`src/rtl/saradc_sar_ctrl.sv`:
```
// saradc_sar_ctrl: successive-approximation sequencer for the SAR ADC macro.
// It closes the sample switch, then walks the cap-DAC trial code MSB first.
// Each bit gets optional settling time and one comparator strobe. The
// resolved code is then published on result with a one-cycle done pulse.
//
// Optional feature macro: SARADC_CONT_EN
//   When defined, the module has an extra input cont. With cont=1 in DONE,
//   the sequencer goes straight back to SAMPLE for continuous conversion.
//
// Ports:
//   clk      in   1      system clock, rising edge
//   rst      in   1      synchronous reset, active-high
//   start    in   1      conversion request, sampled only in IDLE
//   cont     in   1      (SARADC_CONT_EN only) continuous-conversion enable
//   cmp_out  in   1      comparator decision (1 = vin >= DAC), used while cmp_en=1
//   sample   out  1      sampling switch closed
//   dac_p    out  NBITS  cap-DAC trial code, MSB = bit NBITS-1
//   cmp_en   out  1      comparator strobe, one cycle per bit
//   busy     out  1      high in every state except IDLE
//   done     out  1      one-cycle conversion-complete pulse
//   result   out  NBITS  last completed conversion
module saradc_sar_ctrl #(
  parameter int unsigned NBITS         = 8,
  parameter int unsigned SAMPLE_CYCLES = 2,
  parameter int unsigned SETTLE_CYCLES = 1
) (
  input  logic             clk,
  input  logic             rst,
  input  logic             start,
`ifdef SARADC_CONT_EN
  input  logic             cont,
`endif
  input  logic             cmp_out,
  output logic             sample,
  output logic [NBITS-1:0] dac_p,
  output logic             cmp_en,
  output logic             busy,
  output logic             done,
  output logic [NBITS-1:0] result
);

  localparam int unsigned MAXC      = (SAMPLE_CYCLES > SETTLE_CYCLES) ? SAMPLE_CYCLES : SETTLE_CYCLES;
  localparam int unsigned CNT_W     = $clog2(MAXC + 1);
  localparam int unsigned KW        = $clog2(NBITS);
  localparam int unsigned SAMPLE_LD = SAMPLE_CYCLES - 1;
  localparam int unsigned SETTLE_LD = (SETTLE_CYCLES > 0) ? SETTLE_CYCLES - 1 : 0;

  typedef enum logic [2:0] {
    IDLE    = 3'd0,
    SAMPLE  = 3'd1,
    SETTLE  = 3'd2,
    COMPARE = 3'd3,
    DONE    = 3'd4
  } state_e;

  // With no settling time the bit loop runs COMPARE -> COMPARE.
  localparam state_e BIT_ENTRY = (SETTLE_CYCLES > 0) ? SETTLE : COMPARE;

  state_e           state_q, state_d;
  logic [CNT_W-1:0] cnt_q, cnt_d;
  logic [KW-1:0]    k_q, k_d;
  logic [NBITS-1:0] dac_q, dac_d;
  logic [NBITS-1:0] res_q, res_d;
  logic             sample_q, sample_d;
  logic             cmp_en_q, cmp_en_d;
  logic             busy_q, busy_d;
  logic             done_q, done_d;

  // State and output registers.
  always_ff @(posedge clk) begin
    if (rst) begin
      state_q  <= IDLE;
      cnt_q    <= '0;
      k_q      <= '0;
      dac_q    <= '0;
      res_q    <= '0;
      sample_q <= 1'b0;
      cmp_en_q <= 1'b0;
      busy_q   <= 1'b0;
      done_q   <= 1'b0;
    end else begin
      state_q  <= state_d;
      cnt_q    <= cnt_d;
      k_q      <= k_d;
      dac_q    <= dac_d;
      res_q    <= res_d;
      sample_q <= sample_d;
      cmp_en_q <= cmp_en_d;
      busy_q   <= busy_d;
      done_q   <= done_d;
    end
  end

  // Next-state, trial-code and timer logic.
  always_comb begin
    state_d = state_q;
    cnt_d   = cnt_q;
    k_d     = k_q;
    dac_d   = dac_q;
    res_d   = res_q;

    case (state_q)
      IDLE: begin
        dac_d = '0;
        if (start) begin
          state_d = SAMPLE;
          cnt_d   = CNT_W'(SAMPLE_LD);
        end
      end

      SAMPLE: begin
        if (cnt_q == '0) begin
          k_d              = KW'(NBITS - 1);
          dac_d            = '0;
          dac_d[NBITS-1]   = 1'b1;
          cnt_d            = CNT_W'(SETTLE_LD);
          state_d          = BIT_ENTRY;
        end else begin
          cnt_d = cnt_q - CNT_W'(1);
        end
      end

      SETTLE: begin
        if (cnt_q == '0) begin
          state_d = COMPARE;
        end else begin
          cnt_d = cnt_q - CNT_W'(1);
        end
      end

      COMPARE: begin
        // Resolve bit k, then either trial the next bit or finish.
        if (!cmp_out) begin
          dac_d[k_q] = 1'b0;
        end
        if (k_q == '0) begin
          res_d   = dac_d;
          state_d = DONE;
        end else begin
          dac_d[k_q - KW'(1)] = 1'b1;
          k_d                 = k_q - KW'(1);
          cnt_d               = CNT_W'(SETTLE_LD);
          state_d             = BIT_ENTRY;
        end
      end

      DONE: begin
        dac_d   = '0;
        state_d = IDLE;
`ifdef SARADC_CONT_EN
        if (cont) begin
          state_d = SAMPLE;
          cnt_d   = CNT_W'(SAMPLE_LD);
        end
`endif
      end

      default: begin
        dac_d   = '0;
        state_d = IDLE;
      end
    endcase

    // Outputs are decoded from the next state so they register in step with it.
    sample_d = (state_d == SAMPLE);
    cmp_en_d = (state_d == COMPARE);
    busy_d   = (state_d != IDLE);
    done_d   = (state_d == DONE);
  end

  assign sample = sample_q;
  assign dac_p  = dac_q;
  assign cmp_en = cmp_en_q;
  assign busy   = busy_q;
  assign done   = done_q;
  assign result = res_q;

endmodule

```
`config.mk`:
```
export PLATFORM = sky130hd
export DESIGN_NAME = saradc_sar_ctrl
export DESIGN_NICKNAME = d
export VERILOG_FILES = /design/src/rtl/saradc_sar_ctrl.sv
export SDC_FILE = /design/constraint.sdc
export NUM_CORES = 1
export LEC_CHECK = 0
export ABC_AREA = 1
export BUFFER_PORTS_ARGS = -buffer_cell sky130_fd_sc_hd__buf_2
export CAP_MARGIN = 20
export CORE_ASPECT_RATIO = 1.1
export CORE_UTILIZATION = 58
export DETAILED_ROUTE_END_ITERATION = 10
export PLACE_DENSITY = 0.83
export SYNTH_ARGS = -nofsm -noshare
export SYNTH_HDL_FRONTEND = slang
export SYNTH_SLANG_ARGS = --single-unit
```
`constraint.sdc`:
```
create_clock -name clk -period 3.6 [get_ports clk]
set_clock_uncertainty 0.05 [all_clocks]
set_input_delay 0.18 -clock clk [delete_from_list [all_inputs] [get_ports clk]]
set_output_delay 0.18 -clock clk [all_outputs]
set_load 0.02 [all_outputs]
```
==> results of run 1 <==
-- kinds of logic (layout without fill, tap and decap cells) --
family | after synthesis | in the layout | synth area share (%)
simple gates | 100 | 100 | 31.83
flops | 28 | 28 | 42.07
compound gates | 34 | 34 | 13.52
buf+inv | 26 | 49 | 7.887
fa+ha+maj | 5 | 5 | 4.695
-- where the power goes --
| part | leakage (nW) | switching [W] | internal [W] |
|---|---|---|---|
| combinational | 0.512 | 0.000172 | 0.0000741 |
| sequential | 0.228 | 0.0000236 | 0.000338 |
| clock | 0.0279 | 0.0000923 | 0.000113 |
| total | 0.767 | 0.000288 | 0.000525 |
-- synth_stat cells (5+ instances only) --
| library cell | instances |
|---|---|
| sky130_fd_sc_hd__nand2_1 | 56 |
| sky130_fd_sc_hd__nor2_1 | 31 |
| sky130_fd_sc_hd__dfxtp_1 | 28 |
| sky130_fd_sc_hd__a21oi_1 | 18 |
| sky130_fd_sc_hd__inv_1 | 16 |
| sky130_fd_sc_hd__o21ai_0 | 11 |
| sky130_fd_sc_hd__inv_2 | 6 |
| sky130_fd_sc_hd__nand3_1 | 6 |
| sky130_fd_sc_hd__ha_1 | 5 |
-- cell type report --
type | instances | area, µm² | share of cell area (%)
clock inverters | 1 | 30.03 | 1.985
multi-input cells | 139 | 666.9 | 44.09
clock buffers | 3 | 22.52 | 1.489
flip-flops and latches | 28 | 560.5 | 37.06
repair buffers | 23 | 115.1 | 7.610
inverters | 22 | 82.58 | 5.459
well taps | 28 | 35.03 | 2.316
-- per-stage QoR --
stage | instances | power [W] | worst slack [ns] | util [%]
after floorplan | 193 | 0.0005588 | 2.189 | -
after CTS | 244 | 0.0008177 | 1.965 | 72.57
after global placement | 240 | 0.0006053 | 2.081 | 70.05
final | 244 | 0.0008127 | 1.973 | 72.57
after detailed placement | 240 | 0.0006125 | 1.989 | 70.05
after global routing | 244 | 0.0008661 | 1.828 | 72.57
-- registers in the layout, summed over array words and instances, names as in the netlist --
register	flops
k_q	3
done	1
cnt_q	2
busy	1
cmp_en	1
dac_p	8
result	8
sample	1
state_q	3
-- path summary, 6_finish.rpt --
path	from	to	slack [ns]	cells after the start
setup reg to reg	k_q[0]	cnt_q[0]	1.97	10
hold reg to reg	result[4]	result[4]	0.43	2
setup / recovery	k_q[0]	cnt_q[0]	1.97	10
hold / removal	start	busy	0.14	3
-- per-layer routing --
layer	track usage, %	vias up	wire length [µm]
li1	-	654	-
met1	32.55	576	1235
met2	42.57	38	1417
met3	2.759	2	134
met4	12.04	0	17
met5	0	-	0
-- worst min-delay path, stage by stage --
cell and delay, ns:
sky130_fd_sc_hd__buf_2 0.08, sky130_fd_sc_hd__o21ai_0 0.13, sky130_fd_sc_hd__nor2_1 0.10
==> results.md, run 1 <==
Outcome:
- The flow ran to the end, and the final reports show no timing, DRC or antenna violations.

Clocking:
- After clock tree synthesis, the flow added hold-fix buffers numbering 0.
- The clock transition at the register clock pins on the worst setup and hold paths after CTS is 0.15 ns.
- The H-tree depth reported by CTS is 1.
- Buffers added to address setup during post-CTS repair amount to 0.
- The clock latency reported for the late side of the worst-skew pair is 0.33 ns.
- CTS saw 28 sinks.
- The post-cts repair resize count is 0.
- TritonCTS built the clock tree.
- CTS placed an instance of sky130_fd_sc_hd__clkbuf_4 at the clock tree root.
- The number of clock buffers inserted by TritonCTS is 3.
- The maximum count of clock buffers along a single path is 2.

Worst setup path:
- The slowest stage of the critical path belongs to the cell sky130_fd_sc_hd__dfxtp_1.
- Walking the worst path, the cells encountered are inv_1, ha_1, nand2_1, inv_1, nand2_4, nand2_1, nor2_2, nand2_1, nand2_1, nor2_1.
- At the worst endpoint, the arrival time is 1.83 ns.
- The number of buffers and inverters on the critical path is 2.
- STA puts the critical path data required time at approximately 3.8 ns.
- The family with the most delay on the worst path is simple AND/OR/NAND/NOR gates.
- The largest single stage delay on the critical path is 0.41 ns.
- The top fanout value on the critical path is 10.
- STA classifies the critical path endpoint as a flop.
- The critical path is of the reg2reg type.
- STA classifies the critical path startpoint as a flop.
- In this design, the critical path's most frequently occurring cell is sky130_fd_sc_hd__nand2_1.

Pwr:
- The analysis attributes to cell leakage a power of 0.7673 nW.
- The maximum ir drop on the vdd rail is roughly 0.55 mV.
- The power density over the cells is 537.2 nW/µm².

Die:
- The floorplan step defined a die boundary enclosing 2493 µm².
- The initial standard-cell utilization of the core is 63.93%.
- The core area is 2085 µm².
- For this design the top-level I/O count stands at 24.
- The die is 52.27 µm tall.
- The floorplan step set the die width to 47.70 µm.
- The total number of placement rows is 17.

Route:
- The post-route antenna net violation count is 0.
- In the routed layout, each cell is associated on average with a via count of around 5.2.
- The via count is 1,270.
- The final routed wire length divided by cell count is 11.50 µm.
- The number of DRC violations after detailed routing is 0.
- The first-pass iteration count of the detailed router is 4.
- Summed over all layers, the routed wires come to between 2000 and 3000 µm.
- For this block, the initial DRC count from the detailed router was 30.

STA:
- The total count of max-transition violations in the final report came to 0.
- Setup violations remaining at the end of the flow were counted as 0.
- The final period utilization is 45.21%.
- The post-route setup TNS is 0 ns.
- The final hold violation count is 0.
- The achievable frequency is 614.4 MHz.
- At the pin with the least slew margin, the transition time is 0.3310 ns.
- The worst pin sits at a relative slew slack of 77.93%.
- The minimum clock period is between 1.5 and 2 ns.
- Across all hold checks on the routed design, the worst slack comes to 0.1393 ns.
- Setup repair after global routing left no endpoint under its margin.

Synth:
- Synthesis inferred 28 register bits.
- The cell area that synthesis handed to floorplanning was 1333 µm².
- After synthesis, the cell types taking the most area are sky130_fd_sc_hd__dfxtp_1 42%, sky130_fd_sc_hd__nand2_1 16%, sky130_fd_sc_hd__nor2_1 8.7%.
- When the netlist entered floorplanning its net count stood at approximately 200.
- The biggest area contributor in the post-synthesis netlist is sky130_fd_sc_hd__dfxtp_1.
- The part of the Yosys area used for sequential elements is 42.07%.
- The share of async-settable or async-resettable flops after synthesis is 0%.
- After technology mapping, the gate count stands at 193.
- For this run, the leading register cell type out of synthesis is sky130_fd_sc_hd__dfxtp_1.
- The average cell area after synthesis is 6.904 µm².
- The synthesis warning total is 0.
- The count of flip-flops with a built-in enable after synthesis is 0.
- The number of distinct standard cells referenced by the synthesized netlist is 20.
- In this run the biggest area consumer among cell types represents between 40% and 50% of the synthesized area.

GRT:
- The overflow left after global routing is 0.
- Global routing used about a quarter of the available tracks across all layers.
- The largest net degree at the start of global routing is 19.
- The initial antenna violation count is 0.
- The number of global-route vias before repair was 1,101.
- The wire length of the first global-routing pass is 4616 µm.

Place:
- The final estimated routing congestion in global placement is 0.9542.
- The placed standard-cell area is around 1500 µm².
- The number of port buffers is 23.
- After legalization and detailed placement, the total HPWL measured 2152 µm.

Flow run:
- Max-cap violations in this run came to 0.

Min path:
- The type of the tightest min-delay check is in2reg.

Finish:
- The cell area after layout is 1513 µm².
- The library cell used most frequently in the layout, excluding fill and tap cells, is sky130_fd_sc_hd__nand2_1.
- The antenna diode count is 0.
- The area growth from synthesis to layout is 13.52%.
- The number of fillers in the final layout is approximately 200.
- After the last flow step, the layout net total stands at between 200 and 250.
- In the layout the commonest cells are 56 x sky130_fd_sc_hd__nand2_1, 31 x sky130_fd_sc_hd__nor2_1, 28 x sky130_fd_sc_hd__dfxtp_1.
- Of the cells placed in the final design, the portion with a size suffix greater than 1 is a little under a fifth.
(Power assumes the default switching activity.)
==> run 2: changes to the inputs <==
- CORE_UTILIZATION: 58 -> 49
- PLACE_DENSITY: 0.83 -> 0.74
- clock period: 3.6 -> 1.4 ns (I/O delays scaled with it)
==> run 2 against run 1 <==
Compared with the run above: power grew to 2.9 times the previous value; die area increased by 18%; flip-flop and latch count unchanged; clock power grew to 2.7 times the previous value; worst setup slack worse by 2.0 ns; first-iteration DRC count rose by 43%; non-clock buffer count up 10; wire length up 18%; count of clock-buffer cells in the layout is the same; sequential power grew to 2.6 times the previous value; via count increased by 5.2%; largest cell class unchanged; largest power group unchanged.
==> results.md, run 2 (same netlist as run 1, synthesis figures left out) <==
GRT:
- The wire length of the first global-routing pass is 5161 µm (was 4616 µm).
- The global-route total usage across every layer is 23.57% (was 25.83%).
- The overflow left after global routing was 0 (unchanged).
- The largest net degree at the start of global routing is 18 (was 19).
- The number of global-route vias before repair is 1,232 (was 1,101).
- The initial antenna violation count is 0 (unchanged).

Clocking:
- The clock root buffer is sky130_fd_sc_hd__clkbuf_4 (unchanged).
- The H-tree depth reported by CTS is 1 (unchanged).
- The sink count of the clock tree is 28 (unchanged).
- The clock latency reported for the late side of the worst-skew pair is 0.35 ns (was 0.33 ns).
- The number of clock buffers inserted by TritonCTS is 3 (unchanged).
- The clock transition at the register clock pins on the worst setup and hold paths after CTS came to 0.17 ns (was 0.15 ns).
- The number of hold buffers added after CTS came to 0 (unchanged).
- The maximum count of clock buffers along a single path is 2 (unchanged).
- The clock tree from TritonCTS is yes (unchanged).

Place:
- The detailed placer's ending HPWL is 2242 µm (was 2152 µm).
- The number of port buffers is 23 (unchanged).
- The final estimated routing congestion in global placement is 0.8799 (was 0.9542).
- The pre-CTS setup slack was -0.02064 ns (was 1.989 ns).

Route:
- The final routed wire length divided by cell count was 12.87 µm (was 11.50 µm).
- The number of DRC violations after detailed routing is 0 (unchanged).
- The DRC violation total after the first TritonRoute iteration was 43 (was 30).
- The via count is 1,336 (was 1,270).
- The average vias per placed instance is 5.198 (was 5.205).
- The post-route antenna net violation count is 0 (unchanged).
- The total wirelength of the detailed-routed design was 3307 µm (was 2805 µm).
- The first-pass iteration count of the detailed router is 4 (unchanged).

STA:
- The number of failing setup endpoints in the final timing report was 0 (unchanged).
- The minimum clock period came to 1.384 ns (was 1.627 ns).
- The least setup slack across all paths after layout is 0.01566 ns (was 1.973 ns).
- The relative slew slack is 77.91% (was 77.93%).
- The pin slew with the least headroom to its limit is 0.3291 ns (was 0.3310 ns).
- The total count of max-transition violations in the final report was 0 (unchanged).
- The final hold violation count is 0 (unchanged).
- The final period utilization is 98.88% (was 45.21%).
- Setup repair after global routing missed its margin: true (was false).
- The post-route setup TNS came to 0 ns (unchanged).
- The achievable frequency is 722.4 MHz (was 614.4 MHz).

Pwr:
- The total power is 0.002334 W (was 0.0008127 W).
- The maximum ir drop on the vdd rail was 0.9416 mV (was 0.5490 mV).
- The cell leakage power was 0.8256 nW (was 0.7673 nW).
- The power density over the cells came to 1390 nW/µm² (was 537.2 nW/µm²).

Min path:
- The depth of the worst hold-timing path was 3 (unchanged).
- The startpoint of the tightest hold check path was start (unchanged).
- The type of the tightest min-delay check is in2reg (unchanged).

Worst setup path:
- The critical register-to-register path endpoint is dac_p[5] (was cnt_q[0]).
- The top fanout value on the critical path is 4 (was 10).
- The data arrival time of the worst path is 1.61 ns (was 1.83 ns).
- The count of cell instances traversed by the critical path is 9 (was 10).
- The number of buffer and inverter stages on the critical path came to 2 (unchanged).
- The startpoint-to-endpoint class of the critical path is reg2reg (unchanged).
- The setup slack of the most critical reg-to-reg path is 0.02 ns (was 1.97 ns).
- The critical path capture point type is a flop (unchanged).
- The slowest library cell on the worst path was sky130_fd_sc_hd__dfxtp_2 (was sky130_fd_sc_hd__dfxtp_1).
- The most repeated library cell on the critical path was sky130_fd_sc_hd__nand2_1 (unchanged).
- The length in cells of the worst reg-to-reg path is 9 (was 10).
- The startpoint of the most critical register-to-register path is k_q[0] (unchanged).
- The element type at the critical path start is a flop (unchanged).
- The data required time of the worst path is 1.63 ns (was 3.80 ns).
- The launching element of the worst setup path is k_q[0] (unchanged).
- The highest cell delay on the worst timing path is 0.39 ns (was 0.41 ns).
- Sequence of cells on the critical path: inv_4, ha_4, nand2_2, inv_2, nor2_2, nand3_1, nand2_1, nand2_1, a21oi_1 (was inv_1, ha_1, nand2_1, inv_1, nand2_4, nand2_1, nor2_2, nand2_1, nand2_1, nor2_1).
- The family with the most delay on the worst path is simple AND/OR/NAND/NOR gates (unchanged).
- The worst setup path endpoint was dac_p[5] (was cnt_q[0]).

Flow run:
- The max-cap check violation count is 0 (unchanged).

Die:
- The y dimension of the die is 56.70 µm (was 52.27 µm).
- The boundary pin count is 24 (unchanged).
- The floorplan die width is 51.72 µm (was 47.70 µm).
- The total number of placement rows is 19 (was 17).
- The overall die area is 2932 µm² (was 2493 µm²).
- The initial standard-cell utilization of the core is 52.39% (was 63.93%).
- The core area is 2544 µm² (was 2085 µm²).

Finish:
- The number of fillers in the final layout is 227 (was 196).
- The final layout net count is 236 (was 226).
- The share of layout cells above drive strength 1 is 31.42% (was 18.06%).
- Commonest cells after routing, fill and taps aside: 52 x sky130_fd_sc_hd__nand2_1, 28 x sky130_fd_sc_hd__nor2_1, 23 x sky130_fd_sc_hd__dfxtp_1, 23 x sky130_fd_sc_hd__buf_2, 17 x sky130_fd_sc_hd__a21oi_1 (was 56 x sky130_fd_sc_hd__nand2_1, 31 x sky130_fd_sc_hd__nor2_1, 28 x sky130_fd_sc_hd__dfxtp_1).
- The antenna diode count is 0 (unchanged).
- The most frequent standard cell in the layout excluding fill and tap cells is sky130_fd_sc_hd__nand2_1 (unchanged).
- The growth of design area from synthesis to finish is 26.01% (was 13.52%).
- The core utilization of the finished layout is 66.01% (was 72.57%).

Outcome:
- Result of the run: completed (unchanged).
run 2: tightest hold or removal path, cell delays in order:
cell and delay [ns]:
sky130_fd_sc_hd__buf_2 0.09, sky130_fd_sc_hd__o21ai_1 0.13, sky130_fd_sc_hd__nor2_1 0.10
run 2: layout make-up:
| type | count | area, µm² | share of cell area, % |
|---|---|---|---|
| clock inverters | 1 | 30.03 | 1.788 |
| clock buffers | 3 | 22.52 | 1.341 |
| repair buffers | 33 | 190.2 | 11.33 |
| well taps | 31 | 38.79 | 2.310 |
| inverters | 22 | 85.08 | 5.067 |
| multi-input cells | 139 | 745.7 | 44.41 |
| flip-flops and latches | 28 | 566.8 | 33.76 |
run 2: power by group:
part / internal (W) / total (W) / switching (W)
Sequential: 0.000877 / 0.000944 / 0.0000675
Combinational: 0.000296 / 0.000843 / 0.000547
Clock: 0.000290 / 0.000547 / 0.000257
run 2: timing repair:
item                                    CTS  global route
setup buffers                             1             1
endpoints found under the setup margin   12            19
pin swaps                                 4             3
resized for setup                         5            24
run 2: worst min path at each step:
stage | endpoint | slack, ns
2_1_floorplan | busy | 0.24
3_3_place_gp | sample | 0.40
3_5_place_dp | result[4] | 0.40
4_1_cts | dac_p[7] | 0.06
5_1_grt | busy | 0.02
6_report | busy | 0.04
run 2: metrics by stage:
step                hold slack [ns]  std cells  instance area, µm²
finish                      0.03899        257                1679
global route                0.02394        257                1679
CTS                         0.05908        256                1594
detailed placement           0.4047        251                1525
global placement             0.4014        251                1525
floorplan                    0.2415        193                1334
run 2: layer usage:
layer / share of wire (%) / track usage (%)
met1: 41 / 25.80
met5: 0 / 0
met2: 50 / 43.23
met4: 3.8 / 9.266
met3: 5.5 / 4.336
==> run 3: changes to the inputs <==
- PLACE_DENSITY: 0.74 -> 0.8
==> run 3 against run 2 <==
Compared with the run above: fmax rose by 2.0%; critical path depth did not move; register-to-register slack improved by 0.03 ns; count of clock-buffer cells in the layout did not move; design area rose by 3.2%; via count rose by 0.82%; critical endpoint is now dac_p[7]; largest power group unchanged; power rose by 3.2%; cell count rose by 0.78%; clock power fell by 1%; die area did not move; critical path type unchanged; wire length fell by 1.4%.
==> results.md, run 3 (same netlist as run 1, synthesis figures left out) <==
STA:
- The relative slew slack was 77.10% (was 77.91%).
- The least setup slack across all paths after layout is 0.04298 ns (was 0.01566 ns).
- Setup repair after global routing missed its margin: true (unchanged).
- The final period utilization was 96.93% (was 98.88%).
- The pin slew with the least headroom to its limit came to 0.3431 ns (was 0.3291 ns).
- The total count of max-transition violations in the final report is 0 (unchanged).
- The achievable frequency was 736.9 MHz (was 722.4 MHz).
- The minimum clock period was 1.357 ns (was 1.384 ns).
- The number of failing setup endpoints in the final timing report is 0 (unchanged).
- The final hold violation count is 0 (unchanged).

Route:
- The via count is 1,347 (was 1,336).
- The total wirelength of the detailed-routed design was 3262 µm (was 3307 µm).
- The post-route antenna net violation count is 0 (unchanged).
- The DRC violation total after the first TritonRoute iteration is 38 (was 43).
- The final routed wire length divided by cell count is 12.59 µm (was 12.87 µm).
- The first-pass iteration count of the detailed router was 4 (unchanged).
- The number of DRC violations after detailed routing is 0 (unchanged).
- The average vias per placed instance is 5.201 (was 5.198).

Worst setup path:
- The top fanout value on the critical path came to 4 (unchanged).
- The highest cell delay on the worst timing path is 0.39 ns (about the same).
- Sequence of cells on the critical path: inv_4, ha_4, nand2_2, inv_2, nor2_2, nand3_1, nand2_1, nand2_1, a21oi_1 (unchanged).
- The data required time of the worst path came to 1.63 ns (about the same).
- The data arrival time of the worst path is 1.59 ns (was 1.61 ns).
- The most repeated library cell on the critical path is sky130_fd_sc_hd__nand2_1 (unchanged).
- The startpoint-to-endpoint class of the critical path is reg2reg (unchanged).
- The slowest library cell on the worst path was sky130_fd_sc_hd__dfxtp_2 (unchanged).
- The critical path capture point type is a flop (unchanged).
- The element type at the critical path start is a flop (unchanged).

Finish:
- The multi-input gate area in the final layout is 780.7 µm² (was 745.7 µm²).
- The growth of design area from synthesis to finish is 30.05% (was 26.01%).
- The share of layout cells above drive strength 1 is 34.65% (was 31.42%).
- The final layout net count is 238 (was 236).
- The post-route non-filler standard cell count is 259 (was 257).
- Commonest cells after routing, fill and taps aside: 51 x sky130_fd_sc_hd__nand2_1, 26 x sky130_fd_sc_hd__nor2_1, 23 x sky130_fd_sc_hd__buf_2 (was 52 x sky130_fd_sc_hd__nand2_1, 28 x sky130_fd_sc_hd__nor2_1, 23 x sky130_fd_sc_hd__dfxtp_1, 23 x sky130_fd_sc_hd__buf_2, 17 x sky130_fd_sc_hd__a21oi_1).
- The area of all sequential standard cells is 568.0 µm² (was 566.8 µm²).
- The number of fillers in the final layout came to 224 (was 227).
- The most frequent standard cell in the layout excluding fill and tap cells is sky130_fd_sc_hd__nand2_1 (unchanged).
- The cell area after layout is 1733 µm² (was 1679 µm²).
- The antenna diode count is 0 (unchanged).

Flow run:
- The max-cap check violation count is 0 (unchanged).

Place:
- The final estimated routing congestion in global placement is 0.8913 (was 0.8799).
- The pre-CTS setup slack is -0.002864 ns (was -0.02064 ns).
- The placed standard-cell area is 1548 µm² (was 1525 µm²).
- The detailed placer's ending HPWL is 2164 µm (was 2242 µm).
- The number of port buffers was 23 (unchanged).
- The cell count after placement is 254 (was 251).

Die:
- The boundary pin count came to 24 (unchanged).
- The y dimension of the die is 56.70 µm (unchanged).
- The initial standard-cell utilization of the core is 52.39% (unchanged).
- The total number of placement rows came to 19 (unchanged).
- The floorplan die width is 51.72 µm (unchanged).
- The overall die area is 2932 µm² (unchanged).
- The core area is 2544 µm² (unchanged).

GRT:
- The wire length of the first global-routing pass came to 5188 µm (was 5161 µm).
- The initial antenna violation count came to 0 (unchanged).
- The global-route total usage across every layer is 23.32% (was 23.57%).
- The number of global-route vias before repair is 1,209 (was 1,232).
- The overflow left after global routing was 0 (unchanged).
- The largest net degree at the start of global routing is 17 (was 18).

Pwr:
- The cell leakage power is 0.8374 nW (was 0.8256 nW).
- The total power is 0.002408 W (was 0.002334 W).
- The maximum ir drop on the vdd rail was 0.8644 mV (was 0.9416 mV).
- The power density over the cells is 1389 nW/µm² (was 1390 nW/µm²).

Outcome:
- Result of the run: completed (unchanged).

Clocking:
- The maximum count of clock buffers along a single path came to 2 (unchanged).
- The H-tree depth reported by CTS came to 1 (unchanged).
- The number of post-CTS setup repair buffers is 0 (was 1).
- The number of clock buffers inserted by TritonCTS is 3 (unchanged).
- The clock latency reported for the late side of the worst-skew pair is 0.34 ns (was 0.35 ns).
- The sink count of the clock tree came to 28 (unchanged).
- The clock root buffer is sky130_fd_sc_hd__clkbuf_4 (unchanged).
- The clock transition at the register clock pins on the worst setup and hold paths after CTS came to 0.16 ns (was 0.17 ns).
- The clock tree from TritonCTS is yes (unchanged).

Min path:
- The type of the tightest min-delay check is in2reg (unchanged).
-- run 3: changes by cell type in the layout (fill, tap and decap cells not counted), sizes merged --
cell	before	now
dlygate4sd3	0	1
buf	33	34
-- run 3: through the flow --
step	utilization (%)	hold slack, ns	setup TNS (ns)
final	68.13	0.03620	0
after global routing	68.13	0.02644	-0.1979
after CTS	63.90	0.05268	-0.02357
after detailed placement	60.85	0.2583	-0.002864
after global placement	60.85	0.2537	0
after floorplan	-	0.2415	0
-- run 3: layout make-up --
type / count / area share (%)
Sequential cell: 28 / 32.78
Inverter: 22 / 4.910
Tap cell: 31 / 2.238
Timing Repair Buffer: 35 / 11.99
Clock inverter: 1 / 1.733
Multi-Input combinational cell: 139 / 45.05
Clock buffer: 3 / 1.300
-- run 3: worst paths after layout --
check	start	endpoint	slack (ns)	depth (start not counted)
worst min register to register	result[2]	result[2]	0.42	2
worst min-delay path	start	busy	0.04	3
worst max-delay path	k_q[0]	dac_p[7]	0.04	9
worst max register to register	k_q[0]	dac_p[7]	0.04	9
-- run 3: metal layers --
layer	up-vias	track usage [%]	part of all wire [%]	wire, µm
li1	678	-	-	-
met1	621	28.69	43	1400
met2	41	39.70	51	1664
met3	7	3.252	3.9	127
met4	0	9.653	2.2	71
met5	-	0	0	0
-- run 3: repair_timing --
item,in CTS,in global routing
pin swaps,1,5
setup endpoints to repair,13,21
hold endpoints to repair,3,0
gates resized for setup,5,34
hold buffers,1,0
cloned,0,0
-- run 3: worst max-delay path, delay by kind of cell (launching register included) --
family          cells  cell delay [ns]
flops               1             0.39
simple gates        5             0.48
fa+ha+maj           1             0.16
buf+inv             2             0.12
compound gates      1             0.11
-- run 3: report_power, final --
part | total (W) | internal (W) | switching, W
clock network | 0.000540 | 0.000290 | 0.000250
logic | 0.000932 | 0.000336 | 0.000596
registers | 0.000936 | 0.000878 | 0.0000577
